## src/rtl/arm_pipe_pkg.sv

```systemverilog
// arm_pipe_pkg
//   Shared pipeline types for the ARM core stage registers (id_exe, exe_mem, mem_wb).
//   WORD_LENGTH : width of ALU result / store data
//   REG_ADDR_W  : width of a register index (R0..R15)
//   exe_mem_payload_t : everything EXE hands to MEM (flags NZCV are not carried)
package arm_pipe_pkg;

  localparam int WORD_LENGTH = 32;
  localparam int REG_ADDR_W  = 4;

  typedef struct packed {
    logic                   wb_en;
    logic                   mem_r_en;
    logic                   mem_w_en;
    logic [WORD_LENGTH-1:0] alu_res;
    logic [WORD_LENGTH-1:0] val_rm;
    logic [REG_ADDR_W-1:0]  dest;
  } exe_mem_payload_t;

  localparam int EXE_MEM_PAYLOAD_W = $bits(exe_mem_payload_t);

endpackage

```

## src/rtl/pipe_skid_buffer.sv

```systemverilog
// pipe_skid_buffer
//   Generic valid/ready pipeline register for an opaque payload.
//   SKID_EN = 1 : two entries (main + skid); in_ready comes straight from a flop
//                 (skid empty), so there is no combinational out_ready -> in_ready path.
//   SKID_EN = 0 : single entry; in_ready = out_ready | ~out_valid.
// Ports
//   clk, rst (async, active-low), flush (sync, drops all entries and any concurrent input)
//   in_valid / in_ready / in_data    : upstream side
//   out_valid / out_ready / out_data : downstream side, out_data holds when invalid
module pipe_skid_buffer #(
  parameter int WIDTH   = 8,
  parameter bit SKID_EN = 1'b1
) (
  input  logic             clk,
  input  logic             rst,
  input  logic             flush,
  input  logic             in_valid,
  output logic             in_ready,
  input  logic [WIDTH-1:0] in_data,
  output logic             out_valid,
  input  logic             out_ready,
  output logic [WIDTH-1:0] out_data
);

  logic             main_valid;
  logic [WIDTH-1:0] main_data;
  logic             in_fire;
  logic             out_fire;

  assign out_valid = main_valid;
  assign out_data  = main_data;
  assign in_fire   = in_valid & in_ready;
  assign out_fire  = main_valid & out_ready;

  generate
    if (SKID_EN) begin : g_skid
      logic             skid_valid;
      logic [WIDTH-1:0] skid_data;

      // The skid entry is only ever filled while main is full, so "skid empty"
      // is exactly "room for one more".
      assign in_ready = ~skid_valid;

      always_ff @(posedge clk or negedge rst) begin
        if (!rst) begin
          main_valid <= 1'b0;
          main_data  <= '0;
          skid_valid <= 1'b0;
          skid_data  <= '0;
        end else if (flush) begin
          main_valid <= 1'b0;
          skid_valid <= 1'b0;
        end else if (skid_valid) begin
          // in_ready is low here, so only the skid -> main move can happen
          if (out_fire) begin
            main_data  <= skid_data;
            skid_valid <= 1'b0;
          end
        end else if (in_fire) begin
          if (!main_valid || out_fire) begin
            main_valid <= 1'b1;
            main_data  <= in_data;
          end else begin
            skid_valid <= 1'b1;
            skid_data  <= in_data;
          end
        end else if (out_fire) begin
          main_valid <= 1'b0;
        end
      end
    end else begin : g_single
      assign in_ready = out_ready | ~main_valid;

      always_ff @(posedge clk or negedge rst) begin
        if (!rst) begin
          main_valid <= 1'b0;
          main_data  <= '0;
        end else if (flush) begin
          main_valid <= 1'b0;
        end else if (in_fire) begin
          main_valid <= 1'b1;
          main_data  <= in_data;
        end else if (out_fire) begin
          main_valid <= 1'b0;
        end
      end
    end
  endgenerate

endmodule

```

## src/rtl/exe_mem_stage_reg.sv

```systemverilog
// exe_mem_stage_reg
//   EXE->MEM stage register with valid/ready handshake so a slow data memory can
//   stall EXE without losing or duplicating instructions.
//   Build option: define EXE_MEM_SKID_EN for a two-entry skid buffer with a
//   registered in_ready; otherwise a single entry with combinational in_ready.
// Ports
//   clk, rst (async, active-low), flush (sync, branch taken)
//   in_valid/in_ready, in_wb_en, in_mem_r_en, in_mem_w_en, in_alu_res, in_val_rm, in_dest
//   out_valid/out_ready, out_wb_en, out_mem_r_en, out_mem_w_en, out_alu_res, out_val_rm, out_dest
//   Control outputs are forced low while out_valid = 0; data outputs hold.
import arm_pipe_pkg::*;

module exe_mem_stage_reg (
  input  logic                   clk,
  input  logic                   rst,
  input  logic                   flush,
  input  logic                   in_valid,
  output logic                   in_ready,
  input  logic                   in_wb_en,
  input  logic                   in_mem_r_en,
  input  logic                   in_mem_w_en,
  input  logic [WORD_LENGTH-1:0] in_alu_res,
  input  logic [WORD_LENGTH-1:0] in_val_rm,
  input  logic [REG_ADDR_W-1:0]  in_dest,
  output logic                   out_valid,
  input  logic                   out_ready,
  output logic                   out_wb_en,
  output logic                   out_mem_r_en,
  output logic                   out_mem_w_en,
  output logic [WORD_LENGTH-1:0] out_alu_res,
  output logic [WORD_LENGTH-1:0] out_val_rm,
  output logic [REG_ADDR_W-1:0]  out_dest
);

`ifdef EXE_MEM_SKID_EN
  localparam bit SKID_EN = 1'b1;
`else
  localparam bit SKID_EN = 1'b0;
`endif

  exe_mem_payload_t pl_in;
  exe_mem_payload_t pl_out;

  always_comb begin
    pl_in          = '0;
    pl_in.wb_en    = in_wb_en;
    pl_in.mem_r_en = in_mem_r_en;
    pl_in.mem_w_en = in_mem_w_en;
    pl_in.alu_res  = in_alu_res;
    pl_in.val_rm   = in_val_rm;
    pl_in.dest     = in_dest;
  end

  pipe_skid_buffer #(
    .WIDTH   (EXE_MEM_PAYLOAD_W),
    .SKID_EN (SKID_EN)
  ) u_buf (
    .clk       (clk),
    .rst       (rst),
    .flush     (flush),
    .in_valid  (in_valid),
    .in_ready  (in_ready),
    .in_data   (pl_in),
    .out_valid (out_valid),
    .out_ready (out_ready),
    .out_data  (pl_out)
  );

  // A stale entry must never trigger a write-back or memory access in MEM.
  assign out_wb_en    = pl_out.wb_en    & out_valid;
  assign out_mem_r_en = pl_out.mem_r_en & out_valid;
  assign out_mem_w_en = pl_out.mem_w_en & out_valid;
  assign out_alu_res  = pl_out.alu_res;
  assign out_val_rm   = pl_out.val_rm;
  assign out_dest     = pl_out.dest;

endmodule
```

## config.mk

```make
export PLATFORM = sky130hd
export DESIGN_NAME = exe_mem_stage_reg
export DESIGN_NICKNAME = d
export VERILOG_FILES = /design/src/rtl/arm_pipe_pkg.sv /design/src/rtl/pipe_skid_buffer.sv /design/src/rtl/exe_mem_stage_reg.sv
export SDC_FILE = /design/constraint.sdc
export NUM_CORES = 1
export LEC_CHECK = 0
export CELL_PAD_IN_SITES_DETAIL_PLACEMENT = 1
export CELL_PAD_IN_SITES_GLOBAL_PLACEMENT = 1
export CORE_MARGIN = 2
export CORE_UTILIZATION = 29
export CTS_CLUSTER_DIAMETER = 100
export DETAILED_ROUTE_END_ITERATION = 8
export MAX_ROUTING_LAYER = met4
export PLACE_DENSITY_LB_ADDON = 0.3
export SYNTH_ARGS = -nofsm -noshare
export SYNTH_HDL_FRONTEND = slang
export SYNTH_HIERARCHICAL = 1
export SYNTH_SLANG_ARGS = --single-unit
```

## constraint.sdc

```tcl
create_clock -name clk -period 1.5 [get_ports clk]
set_clock_uncertainty 0.2 [all_clocks]
set_input_delay 0.15 -clock clk [delete_from_list [all_inputs] [get_ports clk]]
set_output_delay 0.15 -clock clk [all_outputs]
set_load 0.05 [all_outputs]
```

==> metrics.txt <==
status=complete, but fails checks; failing checks=negative setup slack; RePlAce Congestion=0.718; synth warn=6; Seq pwr share=33.5%; TritonRoute pass-1 iters=4; initial antenna violation count=0; Via density=4.27; drt first-iter violations=78; combinational power share=45.1%; Fillers=924; pin count of the biggest net entering global routing=36; fin. max-slew vios=0; Clock transition at path regs=0.08 ns; area of the mapped netlist=3070 sq um; Root Buffer=clkbuf_8; port bufs=148; NetSw=2660 uW; Total Nets Final=414; final setup violation count=76; CTS tree=done; Worst Slack Setup Final=-0.298 ns; n_diodes=0; Worst Hold Class=in2async; P_leak=0.00270 uW; Final period util=120%; DRC viols=0; post-synthesis register bit count=72; sequential element share of the synthesized area=58.7%; Area growth, synth to finish=94.4%; RSZ-0062 raised after global routing=yes; vias in the first global route=2316; Internal=5250 uW; IO Count=149; Max-Cap Viols=0; CP Launch Type=flop; max_slew headroom=71.0%; Tot Pwr=7910 uW; total global routing overflow=0; setup TNS=-20.06 ns; syn_area_per_cell=19.3 sq um; Arr. time, crit path=1.81 ns; Die Wd=107 microns; first-pass GRT wire length=13200 microns; initial core utilization=29.8%; CP endpoint kind=flop; Post-Synthesis Cells=159; shortest period the worst path allows=1.80 ns; final WL=8730 microns; worst vdd ir=0.000620 V; f_max=0.556 GHz; CTS H-Tree Depth=3; power density over the cells=1320 nW/um^2; dpl cells=450; worst-skew pair later-pin latency=0.33 ns; num rows=37; antenna-violating nets left=0; switch share=33.6%; Setup crit start=u_buf/out_valid$_DFFE_PN0P_; Final Hold Viols=0; TritonCTS buffer count=9; Max FO, Critical Path=6; Netlist cell types=10; Core ar.=10300 sq um; CP Class=reg2reg; share of cells above drive strength 1=56.4%; Die Height=107 microns; Req. time, crit path=1.52 ns; Worst-Margin Slew=0.435 ns; worst-case clock buffer depth=2; Syn Nets=235; Clk pwr share=21.4%; full die area=11400 sq um; flop2flop setup slack=-0.30 ns; GR Util All Layers=15.8%; Finished Layout Cells=478; routed vias=2040; CTS Sinks=72; reg-to-reg startpoint=u_buf/out_valid$_DFFE_PN0P_; DR WL/cell=18.3 microns; Post-DP HPWL=6500 microns
## final timing paths
path                                                  end  depth (start not counted)
max                        u_buf/out_data[64]$_DFFE_PN0P_                          6
min                        u_buf/out_data[53]$_DFFE_PN0P_                          2
max reg2reg                u_buf/out_data[64]$_DFFE_PN0P_                          6
min reg2reg                u_buf/out_data[70]$_DFFE_PN0P_                          1
max in group asynchronous  u_buf/out_data[45]$_DFFE_PN0P_                          3
min in group clk           u_buf/out_data[28]$_DFFE_PN0P_                          2
## stage by stage
step	instance area (sq um)	hold slack [ns]	util, %	worst slack (ns)
floorplan	3070	-0.346	-	-0.312
global placement	5510	-0.0858	53.4	-0.483
detailed placement	5510	-0.0765	53.4	-0.491
CTS	5820	0.0991	56.3	-0.306
global route	5970	0.120	57.8	-0.348
finish	5970	0.0906	57.8	-0.298
## flip-flops by register name (all words and copies together) (netlist names)
signal,cells
u_buf/out_data,71
u_buf/out_valid,1
## placed cells by master, fill, tap and decap left out
master | Yosys | routed
buf_4 | 0 | 8
buf_6 | 1 | 6
mux2_4 | 70 | 71
clkinv_2 | 0 | 1
dfrtp_1 | 72 | 71
clkdlybuf4s50_1 | 0 | 74
nor2_1 | 2 | 2
dlygate4sd3_1 | 0 | 1
clkbuf_1 | 0 | 1
buf_16 | 0 | 2
inv_4 | 0 | 1
clkbuf_16 | 0 | 3
clkbuf_8 | 0 | 11
buf_8 | 0 | 2
nor3b_4 | 0 | 1
bufinv_16 | 0 | 2
nor2b_4 | 1 | 1
buf_12 | 7 | 80
dfrtp_2 | 0 | 1
and2_4 | 0 | 3
## cell usage after synthesis
cell type,number,area (sq um)
and2_1,3,18.8
buf_12,7,140
buf_6,1,11.3
dfrtp_1,72,1800
inv_1,1,3.75
mux2_2,1,11.3
mux2_4,70,1050
nor2_1,2,7.51
nor2b_4,1,13.8
nor3b_2,1,12.5
## power groups by stage
stage | combinational, uW | sequential [uW] | clock (uW)
final | 3570 | 2650 | 1690
after CTS | 3550 | 2660 | 1760
after global routing | 3670 | 2700 | 1840
after global placement | 3470 | 2670 | 0
after floorplan | 637 | 3600 | 0
after detailed placement | 3510 | 2680 | 0
## timing repair
item,4_1_cts,5_1_grt
endpoints found under the hold margin,72,0
setup endpoints to repair,75,75
buffers inserted,3,6
hold buffers,1,0
cloned,1,3
gates resized for setup,12,6
## worst max-delay path: stages (launching register included)
cell	delay [ns]
dfrtp_2	0.41
nor2b_4	0.14
nor3b_4	0.18
buf_6	0.15
buf_6	0.15
buf_4	0.15
mux2_4	0.30
## metal layers
metal	GRT usage (%)	share of wire (%)
met1	19.8	43
met2	25.0	50
met3	4.26	5.6
met4	5.38	1.8
met5	-	0
## cells by family after synthesis
| family | share of synthesized area, % |
|---|---|
| flops | 58.7 |
| mux | 34.6 |
| buf+inv | 5.05 |
| simple gates | 1.71 |
## cell type report
cell class / instances / area, sq um / share of cell area [%]
repair buffers: 176 / 2640 / 44.2
flip-flops and latches: 72 / 1800 / 30.2
inverters: 1 / 6.26 / 0.105
multi-input cells: 78 / 1130 / 19.0
clock buffers: 12 / 155 / 2.60
well taps: 136 / 170 / 2.85
clock inverters: 3 / 65.1 / 1.09
Power figures use the tool's default switching activity.
